--- src/rtl/i2s_sched_pkg.sv ---
// i2s_sched_pkg
//   Shared definitions for the I2S transmit scheduler.
//   - DEF_DATA_W      : default sample width
//   - ST_*            : scheduler FSM state encoding (exported on state_dbg)
//   - LEFT / RIGHT    : channel encoding; LEFT matches the tx_left=1 convention
//   - SRC_S0 / SRC_S1 : source index encoding used for grant and frame_src
package i2s_sched_pkg;

   localparam int DEF_DATA_W = 24;

   localparam logic [1:0] ST_IDLE     = 2'd0;
   localparam logic [1:0] ST_WAIT_REQ = 2'd1;
   localparam logic [1:0] ST_FETCH    = 2'd2;
   localparam logic [1:0] ST_SEND     = 2'd3;

   localparam logic LEFT  = 1'b1;
   localparam logic RIGHT = 1'b0;

   localparam logic SRC_S0 = 1'b0;
   localparam logic SRC_S1 = 1'b1;

endpackage

--- src/rtl/i2s_tx_sched_if.sv ---
// i2s_tx_sched_if
//   Bundles the source and serializer sides of the I2S transmit scheduler.
//   Parameter W : sample width.
//   Source side : s0_data/s0_valid/s0_ready, s1_data/s1_valid/s1_ready
//   Serializer  : tx_req (in), tx_data/tx_valid/tx_left/frame_src/underrun (out)
//   Modports    : master = scheduler, slave = surrounding sources/serializer.
//
// Handshake: a source sample is transferred in exactly the cycle where
// sx_valid && sx_ready are both high. Valid may be raised independently of
// ready; ready is only ever high for one cycle per slot (the FETCH cycle)
// and only for the source that owns the current frame. tx_valid is a
// one-cycle strobe with no back-pressure: the serializer must take tx_data
// in that cycle.
interface i2s_tx_sched_if
   import i2s_sched_pkg::*;
#(
   parameter int W = DEF_DATA_W
);
   logic [W-1:0] s0_data;
   logic         s0_valid;
   logic         s0_ready;
   logic [W-1:0] s1_data;
   logic         s1_valid;
   logic         s1_ready;
   logic         tx_req;
   logic [W-1:0] tx_data;
   logic         tx_valid;
   logic         tx_left;
   logic         frame_src;
   logic         underrun;

   modport master (
      input  s0_data, s0_valid, s1_data, s1_valid, tx_req,
      output s0_ready, s1_ready, tx_data, tx_valid, tx_left, frame_src, underrun
   );

   modport slave (
      output s0_data, s0_valid, s1_data, s1_valid, tx_req,
      input  s0_ready, s1_ready, tx_data, tx_valid, tx_left, frame_src, underrun
   );
endinterface

--- src/rtl/i2s_src_arb.sv ---
// i2s_src_arb
//   Two-way source arbiter with a round-robin pointer register.
//   Ports:
//     clk, rst      : clock, synchronous active-low reset
//     rr_mode       : 0 = fixed priority (s0 first), 1 = round-robin
//     s0_valid/s1_valid : source availability
//     prev_grant    : grant of the previous frame, kept when nobody is valid
//     advance       : high in the cycle the frame grant is committed
//     grant         : selected source (combinational)
module i2s_src_arb
   import i2s_sched_pkg::*;
(
   input  logic clk,
   input  logic rst,
   input  logic rr_mode,
   input  logic s0_valid,
   input  logic s1_valid,
   input  logic prev_grant,
   input  logic advance,
   output logic grant
);

   logic ptr_q, ptr_d;
   logic pref_valid;
   logic other_valid;

   assign pref_valid  = (ptr_q == SRC_S1) ? s1_valid : s0_valid;
   assign other_valid = (ptr_q == SRC_S1) ? s0_valid : s1_valid;

   always_comb begin
      grant = prev_grant;
      if (rr_mode) begin
         if (pref_valid)       grant = ptr_q;
         else if (other_valid) grant = ~ptr_q;
      end else begin
         if (s0_valid)         grant = SRC_S0;
         else if (s1_valid)    grant = SRC_S1;
      end
   end

   // The preferred source flips once per frame, but only for frames that
   // actually went to a valid source; empty frames leave it untouched.
   always_comb begin
      ptr_d = ptr_q;
      if (advance && rr_mode && (s0_valid || s1_valid)) ptr_d = ~ptr_q;
   end

   always_ff @(posedge clk) begin
      if (!rst) ptr_q <= SRC_S0;
      else      ptr_q <= ptr_d;
   end

endmodule

--- src/rtl/i2s_tx_sched.sv ---
// i2s_tx_sched
//   Schedules samples from two sources onto an I2S serializer, one stereo
//   frame (left then right slot) per source grant.
//   Ports:
//     clk, rst   : clock, synchronous active-low reset
//     enable     : scheduler run enable (checked in IDLE/WAIT_REQ only)
//     rr_mode    : 0 = fixed priority, 1 = round-robin per frame
//     bus        : i2s_tx_sched_if master (sources + serializer side)
//     state_dbg  : current FSM state (ST_* encoding)
//     underrun_cnt : saturating underrun counter, present only when
//                    I2S_SCHED_UNDERRUN_CNT_EN is defined
//   A tx_req seen in WAIT_REQ yields tx_valid exactly two cycles later.
module i2s_tx_sched
   import i2s_sched_pkg::*;
#(
   parameter int I2S_DATA_BIT_WIDTH = DEF_DATA_W
)(
   input  logic       clk,
   input  logic       rst,
   input  logic       enable,
   input  logic       rr_mode,
   i2s_tx_sched_if.master bus,
   output logic [1:0] state_dbg
`ifdef I2S_SCHED_UNDERRUN_CNT_EN
   ,
   output logic [15:0] underrun_cnt
`endif
);

   localparam int W = I2S_DATA_BIT_WIDTH;

   logic [1:0]   state_q, state_d;
   logic         chan_q, chan_d;
   logic [W-1:0] tx_data_q, tx_data_d;
   logic         tx_valid_q, tx_valid_d;
   logic         tx_left_q, tx_left_d;
   logic         frame_src_q, frame_src_d;
   logic         underrun_q, underrun_d;

   logic         arb_grant;
   logic         fetch_act;
   logic         left_commit;
   logic         slot_src;
   logic         src_valid;
   logic [W-1:0] src_data;

   // Gating with rst keeps a reset that lands in FETCH from completing
   // a source handshake in that same cycle.
   assign fetch_act   = rst && (state_q == ST_FETCH);
   assign left_commit = fetch_act && (chan_q == LEFT);

   // The grant is only re-evaluated for the left slot; the right slot
   // stays with whoever owns the frame.
   assign slot_src  = (chan_q == LEFT) ? arb_grant : frame_src_q;
   assign src_valid = (slot_src == SRC_S1) ? bus.s1_valid : bus.s0_valid;
   assign src_data  = (slot_src == SRC_S1) ? bus.s1_data  : bus.s0_data;

   i2s_src_arb u_arb (
      .clk        (clk),
      .rst        (rst),
      .rr_mode    (rr_mode),
      .s0_valid   (bus.s0_valid),
      .s1_valid   (bus.s1_valid),
      .prev_grant (frame_src_q),
      .advance    (left_commit),
      .grant      (arb_grant)
   );

   always_comb begin
      state_d     = state_q;
      chan_d      = chan_q;
      tx_data_d   = tx_data_q;
      tx_valid_d  = 1'b0;
      tx_left_d   = tx_left_q;
      frame_src_d = frame_src_q;
      underrun_d  = 1'b0;
      case (state_q)
         ST_IDLE: begin
            chan_d = LEFT;
            if (enable) state_d = ST_WAIT_REQ;
         end
         ST_WAIT_REQ: begin
            if (!enable)          state_d = ST_IDLE;
            else if (bus.tx_req)  state_d = ST_FETCH;
         end
         ST_FETCH: begin
            state_d     = ST_SEND;
            tx_valid_d  = 1'b1;
            tx_data_d   = src_valid ? src_data : '0;
            underrun_d  = ~src_valid;
            tx_left_d   = (chan_q == LEFT);
            frame_src_d = slot_src;
         end
         ST_SEND: begin
            state_d = ST_WAIT_REQ;
            chan_d  = ~chan_q;
         end
         default: state_d = ST_IDLE;
      endcase
   end

   always_ff @(posedge clk) begin
      if (!rst) begin
         state_q     <= ST_IDLE;
         chan_q      <= LEFT;
         tx_data_q   <= '0;
         tx_valid_q  <= 1'b0;
         tx_left_q   <= 1'b0;
         frame_src_q <= SRC_S0;
         underrun_q  <= 1'b0;
      end else begin
         state_q     <= state_d;
         chan_q      <= chan_d;
         tx_data_q   <= tx_data_d;
         tx_valid_q  <= tx_valid_d;
         tx_left_q   <= tx_left_d;
         frame_src_q <= frame_src_d;
         underrun_q  <= underrun_d;
      end
   end

   assign bus.s0_ready  = fetch_act && (slot_src == SRC_S0);
   assign bus.s1_ready  = fetch_act && (slot_src == SRC_S1);
   assign bus.tx_data   = tx_data_q;
   assign bus.tx_valid  = tx_valid_q;
   assign bus.tx_left   = tx_left_q;
   assign bus.frame_src = frame_src_q;
   assign bus.underrun  = underrun_q;
   assign state_dbg     = state_q;

`ifdef I2S_SCHED_UNDERRUN_CNT_EN
   logic [15:0] ucnt_q, ucnt_d;

   // Counts alongside the underrun pulse so the value already reflects it
   // in the cycle tx_valid is seen.
   always_comb begin
      ucnt_d = ucnt_q;
      if (rst && underrun_d && (ucnt_q != 16'hFFFF)) ucnt_d = ucnt_q + 16'd1;
   end

   always_ff @(posedge clk) begin
      if (!rst) ucnt_q <= 16'd0;
      else      ucnt_q <= ucnt_d;
   end

   assign underrun_cnt = ucnt_q;
`endif

endmodule

--- src/flat_wrapper.sv ---
// flat-port wrapper written by rule: the top's interface ports become plain ports
module i2s_tx_sched_flat import i2s_sched_pkg::*;
#(
   parameter int I2S_DATA_BIT_WIDTH = DEF_DATA_W
)
  (clk, rst, enable, rr_mode, state_dbg, bus_s0_data, bus_s0_valid, bus_s1_data, bus_s1_valid, bus_tx_req, bus_s0_ready, bus_s1_ready, bus_tx_data, bus_tx_valid, bus_tx_left, bus_frame_src, bus_underrun);
  i2s_tx_sched_if #(.W((24))) bus_i ();
  input  logic clk;
  input  logic rst;
  input  logic enable;
  input  logic rr_mode;
  output logic [1:0] state_dbg;
  input wire logic [$bits(bus_i.s0_data)-1:0] bus_s0_data;
  input wire logic [$bits(bus_i.s0_valid)-1:0] bus_s0_valid;
  input wire logic [$bits(bus_i.s1_data)-1:0] bus_s1_data;
  input wire logic [$bits(bus_i.s1_valid)-1:0] bus_s1_valid;
  input wire logic [$bits(bus_i.tx_req)-1:0] bus_tx_req;
  output wire logic [$bits(bus_i.s0_ready)-1:0] bus_s0_ready;
  output wire logic [$bits(bus_i.s1_ready)-1:0] bus_s1_ready;
  output wire logic [$bits(bus_i.tx_data)-1:0] bus_tx_data;
  output wire logic [$bits(bus_i.tx_valid)-1:0] bus_tx_valid;
  output wire logic [$bits(bus_i.tx_left)-1:0] bus_tx_left;
  output wire logic [$bits(bus_i.frame_src)-1:0] bus_frame_src;
  output wire logic [$bits(bus_i.underrun)-1:0] bus_underrun;
  assign bus_i.s0_data = bus_s0_data;
  assign bus_i.s0_valid = bus_s0_valid;
  assign bus_i.s1_data = bus_s1_data;
  assign bus_i.s1_valid = bus_s1_valid;
  assign bus_i.tx_req = bus_tx_req;
  assign bus_s0_ready = bus_i.s0_ready;
  assign bus_s1_ready = bus_i.s1_ready;
  assign bus_tx_data = bus_i.tx_data;
  assign bus_tx_valid = bus_i.tx_valid;
  assign bus_tx_left = bus_i.tx_left;
  assign bus_frame_src = bus_i.frame_src;
  assign bus_underrun = bus_i.underrun;
  i2s_tx_sched #(.I2S_DATA_BIT_WIDTH(I2S_DATA_BIT_WIDTH)) u_core (.clk(clk), .rst(rst), .enable(enable), .rr_mode(rr_mode), .bus(bus_i), .state_dbg(state_dbg));
endmodule
--- config.mk ---
export PLATFORM = sky130hd
export DESIGN_NAME = i2s_tx_sched_flat
export DESIGN_NICKNAME = d
export VERILOG_FILES = /design/src/rtl/i2s_sched_pkg.sv /design/src/rtl/i2s_tx_sched_if.sv /design/src/rtl/i2s_src_arb.sv /design/src/rtl/i2s_tx_sched.sv /design/src/flat_wrapper.sv
export SDC_FILE = /design/constraint.sdc
export NUM_CORES = 1
export LEC_CHECK = 0
export ABC_AREA = 1
export BUFFER_PORTS_ARGS = -buffer_cell sky130_fd_sc_hd__buf_4
export CAP_MARGIN = 20
export CORE_MARGIN = 2
export CORE_UTILIZATION = 43
export CTS_BUF_LIST = sky130_fd_sc_hd__clkbuf_8 sky130_fd_sc_hd__clkbuf_16
export CTS_CLUSTER_DIAMETER = 150
export DETAILED_ROUTE_END_ITERATION = 8
export PLACE_DENSITY = 0.76
export SLEW_MARGIN = 20
export SYNTH_ARGS = -nofsm -noshare
export SYNTH_HDL_FRONTEND = slang
export SYNTH_SLANG_ARGS = --single-unit
--- constraint.sdc ---
create_clock -name clk -period 1.25 [get_ports clk]
set_input_delay 0.0625 -clock clk [delete_from_list [all_inputs] [get_ports clk]]
set_output_delay 0.0625 -clock clk [all_outputs]
set_load 0.005 [all_outputs]
# After elaboration in Yosys (flattened, before gate mapping)
# Cells that the tools add are included.
[word_totals]
in_bits = 55
wordCells = 45
ff_bits = 32
output_inout_bits = 32
[classes]
n_mux = 17
n_eq_ne = 5
n_reduce_logical = 11
bitwise_logic = 4
[op_table]
columns = ["cell", "count"]
rows = [
  ["$mux 24", 2],
  ["$mux 1", 10],
  ["$pmux 2 s4", 1],
  ["$logic_and 1x1->1", 6],
  ["$mux 2", 3],
  ["$eq 2x2->1 const B", 2],
  ["$not 1->1", 4],
  ["$reduce_and 2->1", 2],
  ["$ne 3x3->1 const B", 1],
  ["$eq 2x1->1 const B", 1],
  ["$logic_not 2->1", 1],
  ["$ne 2x2->1 const B", 1],
  ["$pmux 1 s2", 1],
  ["$reduce_bool 2->1", 1],
  ["$logic_or 1x1->1", 1],
]

# Longest topological paths before layout
# Gate-level depths: netlist (run 1).
[depth]
depth_word = 7
depth_mapped = 8
ltp_nobuf = 7

# By module
# A second synthesis (run 1) with hierarchy kept.
[unflattened]
hier_cells = 254
area_unflattened_um2 = 1725.4
[modules_own_cells]
columns = ["mod", "cells_per_inst", "seq_area_each_um2", "area_each_um2", "instances"]
rows = [
  ["i2s_tx_sched", 241, 620.6, 1641.6, 1],
  ["i2s_src_arb", 13, 20.0, 83.8, 1],
]

# Least setup slack after synthesis (run 1)
# Ideal clock, no wire load.
[synth_path]
kind = "reg2reg"
from = "register u_core.state_q[0], in the netlist u_core.state_dbg[0]"
to = "register u_core.tx_data_q[0], in the netlist u_core.bus.tx_data[0]"
required_ns = 1.130
path_slack_ns = -0.136
n_path_buf = 1
synth_period_minus_slack_ns = 1.386
setup_ns = 0.120
path_stages_with_launch = 8
t_arrival_ns = 1.266
path_cell_list = "dfxtp_1 -> inv_1 -> ha_1 -> inv_1 -> nand2_1 -> buf_2 -> nor2_1 -> o21bai_2"
[synth_between]
elab_chain_cells = 1
[synth_rtl]
columns = ["item", "line_no", "source"]
rows = [
  ["from (decl)", "i2s_tx_sched.sv:32", "logic [1:0] state_q, state_d;"],
  ["from (signal assigned)", "i2s_tx_sched.sv:112", "state_q <= state_d;"],
  ["$eq 2x2->1", "i2s_tx_sched.sv:77", "case (state_q)"],
  ["to (signal assigned)", "i2s_tx_sched.sv:114", "tx_data_q <= tx_data_d;"],
  ["to (decl)", "i2s_tx_sched.sv:34", "logic [W-1:0] tx_data_q, tx_data_d;"],
]
# Every way passes these cells.
# A chain may end at the register's enable or synchronous reset.

# Final worst setup path (run 1)
[layout_path]
from = "register u_core.state_q[0], in the netlist u_core.state_dbg[0]"
to = "register u_core.tx_data_q[2], in the netlist u_core.bus.tx_data[2]"
# The elaborated chain is that of the path after synthesis.

==> results.toml, run 1 <==
[global_routing]
grt_pass1_wl_um = 8450
grt_usage_pct = 20.8
grt-ovfl-total = 0
grt_max_degree = 21
antenna_found_initial = 0
grt_pass1_vias = 1894

[yosys]
synth_fp_nets = 351
netlist_top_cells_area = "dfxtp_1 (33%), inv_1 (16%), nand3_1 (13%)"
synth_top_cell_area_share_pct = 33.0
synth_edf_count = 0
yosysTopAreaCell = "dfxtp_1"
yosysMostFrequentCell = "inv_1"
synth-seq-area-share_pct = 33.0
synth_common_cells = "inv_1 (83), nand3_1 (50), dfxtp_1 (32), nand2_1 (32), nor2_1 (32)"
synth_ff_type = "dfxtp_1"
ys_ff_latch = 32
synth.avg_cell_area_um2 = 6.66
async_flop_share_pct = 0
yosys_warnings = 0
syn_inst = 291
synth_cell_types = 24
netlist_area_um2 = 1940

[layout]
fillers = 353
seq_area_um2 = 646
area_growth_pct = 62.8
diodes = 0
fin_cells = 452
multi_input_area_um2 = 1030
fin_nets = 459
drive_above_1_share_pct = 43.3

[timing]
skew_ns = 0.00436
setup_slack_ns = -0.0311
final-max-slew-violation-count = 0
hold_violations = 0
worst_pin_slew_ns = 0.268
layout_min_cycle_time_ns = 1.28
slew_headroom_pct = 82.2
timing.fmax_mhz = 781
rsz0062_at_grt = "true"
min_period_over_period_pct = 102
setup_violations = 18

[power]
power_switching_w = 0.000666
internal_power_w = 0.00179
power.clock.fraction_pct = 32.9
max-vdd-ir-drop_mv = 0.606
combPwrFrac_pct = 24.2
powerDensity_nw_per_um2 = 778
p_total_w = 0.00246
pwr-share-seq_pct = 42.9
swShare_pct = 27.1
power_leakage_nw = 1.70

[drt]
vias = 2115
wl_per_cell_um = 12.2
detail-route-antenna-nets = 0
wl_met2_um = 2720
routed_via_density = 4.68
dr.pass1.iters = 5
wl_met1_um = 2310
drt_iter0_drc = 90
routed_wl_um = 5510
highest_layer = "met4"
wl_met3_um = 410
drc = 0

[worst_setup_path]
end_kind = "flip-flop"
crit_chain = "inv_2, ha_4, buf_4, inv_4, nand2_8, clkbuf_16, nor2_2, o21bai_1"
cp_slowest_stage_delay_ns = 0.33
cpMaxStageDelayCell = "dfxtp_2"
worst_ep_arrival_time_ns = 1.50
worstPathMaxFanout = 5
required_ns = 1.47
critPathKind = "reg2reg"
cp-start-kind = "flip-flop"

[placed_design]
gp_congestion = 0.821
place_inst = 433
hpwl_um = 3710
io_buffers = 86

[cts]
clkSinkCount = 32
htree_levels = 2
clockBufferDepth = 2
root_buffer = "clkbuf_8"
cts_tree = "done"
cts_hold_buf = 0
clk_pin_slew_ns = 0.07
clk_latency_ns = 0.29
cts_buffers = 5

[job]
maxCapViolCount = 0

[min_path]
hp-class = "in2reg"

[floorplan]
io_pins = 87
rows = 24
dieHeight_um = 71.2
dieArea_um2 = 5060
start_util_pct = 44.5
die_w_um = 71.2
coreArea_um2 = 4350

[outcome]
status = "finished with violations"
violations = "negative setup slack"
==> metal layers <==
layer	track usage, %	vias to the layer above
li1	-	1088
met1	26.6	945
met2	34.6	74
met3	5.84	8
met4	5.45	0
met5	0	-
==> path summary, 6_finish.rpt <==
kind                                                  startpoint                                  end  slack [ns]  cells after the start
worst max register to register  u_core.state_dbg[0]$_SDFFE_PN0P_   u_core.bus.tx_data[2]$_SDFFE_PN0P_       -0.03                      8
worst min register to register   u_core.bus.tx_left$_SDFFE_PN0P_      u_core.bus.tx_left$_SDFFE_PN0P_        0.51                      1
worst min-delay path                             bus_s1_data[12]  u_core.bus.tx_data[12]$_SDFFE_PN0P_        0.12                      5
worst max-delay path            u_core.state_dbg[0]$_SDFFE_PN0P_   u_core.bus.tx_data[2]$_SDFFE_PN0P_       -0.03                      8
==> critical path, delay by kind of cell, from the launching register on <==
family | cells | cell delay [ns]
buffers and inverters | 4 | 0.45
DFF | 1 | 0.33
adders and majority gates | 1 | 0.16
AOI/OAI and AO/OA | 1 | 0.10
and+or+nand+nor | 2 | 0.16
==> cell usage in the layout, fill, tap and decap left out <==
cell type  count
ha_4           1
buf_16         1
nand2_1       26
buf_4         99
clkbuf_8       6
o21ai_0        2
inv_1         82
nand3_2        3
nand2_8        1
nor3_1         1
o21ai_1        2
o21bai_1      14
a21oi_1        5
dfxtp_2        4
buf_6          6
inv_2          2
buf_12         5
nand3_4        2
o21bai_2      10
a31o_2         1
nor2_4         2
clkbuf_16      2
nand2_4        4
ha_1           4
nor2_1        15
nor2_2        15
and3_1         1
buf_8          1
or2_4          1
nand3_1       47
dfxtp_1       28
inv_4          2
nand2_2        5
==> cell type report <==
class                      instances  area share, %
clock buffer                       6           2.61
timing repair buffer             114           31.8
clock inverter                     2          0.238
sequential                        32           20.4
tap                               52           2.06
multi-input combinational        162           32.7
inverter                          84           10.1
==> timing repair <==
| item | 4_1_cts | 5_1_grt |
|---|---|---|
| setup endpoints to repair | 12 | 28 |
| setup buffers | 7 | 2 |
| pin swaps | 5 | 14 |
| resized for setup | 16 | 36 |
| cloned | 1 | 2 |
==> per-stage QoR <==
step	hold slack, ns	utilization, %	setup slack (ns)	cell area [um2]	setup TNS [ns]
after floorplan	0.248	-	0.00927	1950	0
after global placement	0.396	63.5	0.0463	2770	0
after detailed placement	0.408	63.5	-0.0101	2770	-0.0142
after CTS	0.104	68.6	-0.0237	2990	-0.0237
after global routing	0.133	72.5	-0.0925	3160	-1.78
final	0.119	72.5	-0.0311	3160	-0.239
==> state kept, by name (all words and copies together), names as in the netlist <==
register / flops
u_core.bus.tx_data: 24
u_core.state_dbg: 2
u_core.bus.frame_src: 1
u_core.bus.tx_left: 1
u_core.bus.tx_valid: 1
u_core.bus.underrun: 1
u_core.chan_q: 1
u_core.u_arb.ptr_q: 1
==> logic make-up after synthesis <==
family	count (synthesis)	share of synthesized area, %
buffers and inverters	97	20.5
AO/OA/AOI/OAI	34	14.0
adder cells (fa/ha/maj)	5	3.23
AND/OR/NAND/NOR	123	29.3
flip-flops	32	33.0
==> power by group through the flow <==
stage	clock network, W	logic (W)	registers, W
6_report	0.000808	0.000596	0.00105
5_1_grt	0.000864	0.000656	0.00106
4_1_cts	0.000813	0.000546	0.00105
3_5_place_dp	0	0.000499	0.00107
3_3_place_gp	0	0.000491	0.00107
2_1_floorplan	0	0.000243	0.00108
(Power assumes the default switching activity.)
==> inputs of run 2 (changes only) <==
- ABC_AREA: 1 -> not set
- CORE_UTILIZATION: 43 -> 38
- PLACE_DENSITY: 0.76 -> 0.73
==> results.toml, run 2 <==
[yosys]
ys_ff_latch = 32
synth-seq-area-share_pct = 44.0
synth.avg_cell_area_um2 = 9.27
synth_simple_gate_area_share_pct = 11.8
synth_fp_nets = 217
yosys_warnings = 0
async_flop_share_pct = 0
yosys.area_share.adder_pct = 4.30
netlist_top_cells_area = "dfxtp_1 (44%), mux2i_1 (19%), nand2_1 (7.5%)"
synth-compound-area-share_pct = 13.6
yosysTopAreaCell = "dfxtp_1"
yosysMostFrequentCell = "dfxtp_1"
synth_edf_count = 0
synth_top_cell_area_share_pct = 44.0
synth_ff_type = "dfxtp_1"
synthMuxAreaShare_pct = 18.6
yosys.area_share.xor_xnor_pct = 0.602
synth_cell_types = 24
synth_common_cells = "dfxtp_1 (32), nand2_1 (29), mux2i_1 (27)"
syn_inst = 157
synth_top_family_by_area = "multiplexers"
netlist_area_um2 = 1460

[floorplan]
coreArea_um2 = 3660
rows = 22
io_pins = 87
dieArea_um2 = 4340
dieHeight_um = 65.9
start_util_pct = 39.7
die_w_um = 65.9

[power]
power_leakage_nw = 1.21
combPwrFrac_pct = 22.2
powerDensity_nw_per_um2 = 864
pwr-share-seq_pct = 46.4
max-vdd-ir-drop_mv = 0.712
swShare_pct = 23.7
power.clock.fraction_pct = 31.4
p_total_w = 0.00226
power_switching_w = 0.000535
internal_power_w = 0.00172

[timing]
skew_ns = 0.00577
setup_violations = 26
setup_slack_ns = -0.120
min_period_over_period_pct = 110
hold_violations = 0
final-max-slew-violation-count = 0
rsz0062_at_grt = "true"
timing.fmax_mhz = 730
worst_pin_slew_ns = 0.159
layout_min_cycle_time_ns = 1.37
slew_headroom_pct = 89.1

[layout]
fin_nets = 330
final_cell_mix = "buf_4 (106), nand2_1 (27), dfxtp_1 (27)"
fillers = 285
diodes = 0
largest_reg_flops = 24
area_growth_pct = 79.7
final_common_cell = "buf_4"
drive_above_1_share_pct = 53.3

[global_routing]
grt-ovfl-total = 0
grt_max_degree = 21
grt_pass1_wl_um = 5950
grt_usage_pct = 17.8
grt_pass1_vias = 1384
antenna_found_initial = 0

[worst_setup_path]
reg2reg_from = "u_core.u_arb.ptr_q$_SDFFE_PN0P_"
crit_start = "u_core.state_dbg[0]$_SDFFE_PN0P_"
worst_ep_arrival_time_ns = 1.31
end_kind = "primary output"
cp-start-kind = "flip-flop"
critPathKind = "reg2out"
required_ns = 1.19
r2r_slack_ns = -0.10
worstPathMaxFanout = 3

[drt]
vias = 1477
routed_via_density = 4.64
drc = 0
detail-route-antenna-nets = 0
dr.pass1.iters = 4
drt_iter0_drc = 38
routed_wl_um = 3920
wl_per_cell_um = 12.3

[cts]
clockBufferDepth = 2
htree_levels = 2
root_buffer = "clkbuf_8"
cts_tree = "done"
clkSinkCount = 32
clk_pin_slew_ns = 0.06
clk_latency_ns = 0.28
cts_buffers = 5

[job]
maxCapViolCount = 0

[placed_design]
gp_congestion = 0.777
hpwl_um = 2920
pre_cts_ws_ns = -0.115
io_buffers = 86

[min_path]
hp-class = "in2reg"
min_from = "rst"

[outcome]
violations = "negative setup slack"
status = "finished with violations"
-- run 2: critical path, stage by stage, from the launching register on --
cell     delay [ns]
dfxtp_2        0.35
inv_2          0.06
ha_4           0.16
nand2_2        0.06
buf_4          0.11
inv_1          0.04
and2_4         0.14
buf_6          0.11
-- run 2: cell type report --
| class | instances | area (um2) | area share (%) |
|---|---|---|---|
| repair buffers | 116 | 966 | 36.9 |
| multi-input cells | 109 | 837 | 32.0 |
| flip-flops and latches | 32 | 649 | 24.8 |
| clock buffers | 5 | 68.8 | 2.63 |
| well taps | 48 | 60.1 | 2.30 |
| inverters | 6 | 25.0 | 0.957 |
| clock inverters | 2 | 8.76 | 0.335 |
-- run 2: repair_timing --
| item | 4_1_cts | 5_1_grt |
|---|---|---|
| hold endpoints to repair | 0 | 0 |
| buffers inserted | 5 | 5 |
| gates cloned | 0 | 1 |
| gates resized for setup | 20 | 13 |
| setup endpoints to repair | 28 | 31 |
| pin swaps | 5 | 6 |
| hold buffers | 0 | 0 |
-- run 2: cells by family after synthesis --
logic type | count (synthesis)
compound gates | 35
xor+xnor | 1
fa+ha+maj | 5
buf+inv | 16
flops | 32
mux | 27
simple gates | 41
-- run 2: metal layers --
layer	share of wire, %	vias to the layer above	global-route usage (%)
met2	51	55	31.4
met5	0	-	0
met4	1.2	0	5.47
li1	-	758	-
met3	9.9	6	6.64
met1	38	658	19.6
-- run 2: path summary, 6_finish.rpt --
path                                          to  cells past startpoint
min reg2reg  u_core.bus.tx_data[15]$_SDFFE_PN0P_                      2
max                                 bus_s1_ready                      7
min                   u_core.chan_q$_SDFFE_PN1P_                      2
max reg2reg  u_core.bus.tx_data[13]$_SDFFE_PN0P_                      6
-- run 2: power groups by stage --
stage,clock [W],sequential [W],combinational (W)
global route,0.000790,0.00105,0.000541
finish,0.000708,0.00105,0.000503
detailed placement,0,0.00107,0.000401
floorplan,0,0.00107,0.000167
global placement,0,0.00107,0.000392
CTS,0.000736,0.00105,0.000452
-- run 2: per-stage QoR --
step / hold slack (ns) / instance area, um2 / TNS, ns / utilization [%] / std cells
floorplan: 0.124 / 1500 / -2.98 / - / 157
global placement: 0.299 / 2310 / -0.886 / 63.1 / 301
detailed placement: 0.299 / 2310 / -2.05 / 63.1 / 301
CTS: 0.00274 / 2510 / -1.65 / 68.5 / 313
global route: 0.0212 / 2620 / -4.03 / 71.4 / 318
finish: 0.0117 / 2620 / -1.65 / 71.4 / 318
==> inputs of run 3 (changes only) <==
- SKIP_LAST_GASP: not set -> 1
==> results.toml, run 3 (synthesized netlist as in run 2, its figures left out) <==
[outcome]
status = "finished with violations"
violations = "negative setup slack"

[timing]
slew_headroom_pct = 87.6
worst_pin_slew_ns = 0.182
setup_slack_ns = -0.126
hold_violations = 0
timing.fmax_mhz = 727
rsz0062_at_grt = "true"
setup_violations = 26
fin_hold_ws_ns = 0.0102
final-max-slew-violation-count = 0
skew_ns = 0.00388
min_period_over_period_pct = 110
layout_min_cycle_time_ns = 1.38
tns_ns = -2.75

[floorplan]
start_util_pct = 39.7
die_w_um = 65.9
rows = 22
dieHeight_um = 65.9
dieArea_um2 = 4340
coreArea_um2 = 3660
io_pins = 87

[global_routing]
grt_max_degree = 21
grt_usage_pct = 17.9
grt-ovfl-total = 0
grt_pass1_vias = 1394
antenna_found_initial = 0
grt_pass1_wl_um = 5990

[worst_setup_path]
critPathBufInv = 2
cpMaxStageDelayCell = "a221o_2"
cp-start-kind = "flip-flop"
required_ns = 1.46
critPathKind = "reg2reg"
worstPathMaxFanout = 10
cp_slowest_stage_delay_ns = 0.47
worst_ep_arrival_time_ns = 1.58
crit_top_cell = "o21ai_1"
crit_chain = "buf_6, o21ai_1, a221o_2, clkbuf_16, o21ai_1"
crit_family = "compound AO/OA/AOI/OAI gates"
end_kind = "flip-flop"

[power]
power_leakage_nw = 1.26
powerDensity_nw_per_um2 = 839
p_total_w = 0.00227
max-vdd-ir-drop_mv = 0.717

[cts]
clk_latency_ns = 0.27
clk_pin_slew_ns = 0.06
cts_hold_buf = 0
cts_buffers = 5
clkSinkCount = 32
clockBufferDepth = 2
htree_levels = 2
root_buffer = "clkbuf_8"
cts_tree = "done"

[layout]
largest_reg_flops = 24
fillers = 270
final_cell_mix = "buf_4 (106), nand2_1 (27), dfxtp_1 (27)"
area_growth_pct = 86.1
fin_nets = 333
drive_above_1_share_pct = 56.0
fin_util_pct = 74.0
final_common_cell = "buf_4"
diodes = 0

[placed_design]
pre_cts_ws_ns = -0.115
hpwl_um = 2920
io_buffers = 86
gp_congestion = 0.777

[drt]
drc = 0
detail-route-antenna-nets = 0
routed_wl_um = 4110
dr.pass1.iters = 3
vias = 1510
drt_iter0_drc = 28
routed_via_density = 4.70
wl_per_cell_um = 12.8

[job]
maxCapViolCount = 0

[min_path]
hp-class = "in2reg"
-- run 3: cell count changes in the layout (fill, tap and decap cells not counted), sizes merged --
cell and change:
clkbuf +2, buf +1
-- run 3: path summary, 6_finish.rpt --
kind,start,end,slack [ns],depth (start not counted)
hold reg to reg,u_core.bus.tx_data[10]$_SDFFE_PN0P_,u_core.bus.tx_data[10]$_SDFFE_PN0P_,0.45,2
setup reg to reg,u_core.chan_q$_SDFFE_PN1P_,u_core.bus.tx_data[0]$_SDFFE_PN0P_,-0.13,5
hold / removal,rst,u_core.chan_q$_SDFFE_PN1P_,0.01,2
setup / recovery,u_core.chan_q$_SDFFE_PN1P_,u_core.bus.tx_data[0]$_SDFFE_PN0P_,-0.13,5
-- run 3: cell type report --
type	count	area [um2]	share of cell area, %
Clock inverter	2	8.76	0.323
Timing Repair Buffer	119	1030	37.9
Tap cell	48	60.1	2.22
Multi-Input combinational cell	109	866	32.0
Sequential cell	32	652	24.1
Inverter	6	25.0	0.924
Clock buffer	5	68.8	2.54
-- run 3: layer usage --
| metal | GRT usage, % | share of wire (%) | vias to the layer above |
|---|---|---|---|
| li1 | - | - | 767 |
| met1 | 19.7 | 37 | 678 |
| met2 | 31.7 | 51 | 58 |
| met3 | 6.64 | 9.5 | 7 |
| met4 | 5.47 | 1.7 | 0 |
| met5 | 0 | 0 | - |
-- run 3: repair_timing --
item | 4_1_cts | 5_1_grt
pin swaps | 5 | 8
cloned | 0 | 3
endpoints found under the hold margin | 0 | 0
endpoints found under the setup margin | 28 | 31
gates resized for setup | 15 | 25
setup buffers | 5 | 5
-- run 3: stage by stage --
stage               cell area [um2]  cells
floorplan                      1500    157
global placement               2310    301
detailed placement             2310    301
CTS                            2490    313
global route                   2710    321
finish                         2710    321
-- run 3: where the power goes --
| group | switching [W] | leakage, nW | internal [W] | total [W] |
|---|---|---|---|---|
| logic | 0.000191 | 0.951 | 0.000330 | 0.000521 |
| clock network | 0.000335 | 0.0452 | 0.000369 | 0.000704 |
| registers | 0.0000125 | 0.260 | 0.00103 | 0.00105 |
| total | 0.000538 | 1.26 | 0.00173 | 0.00227 |
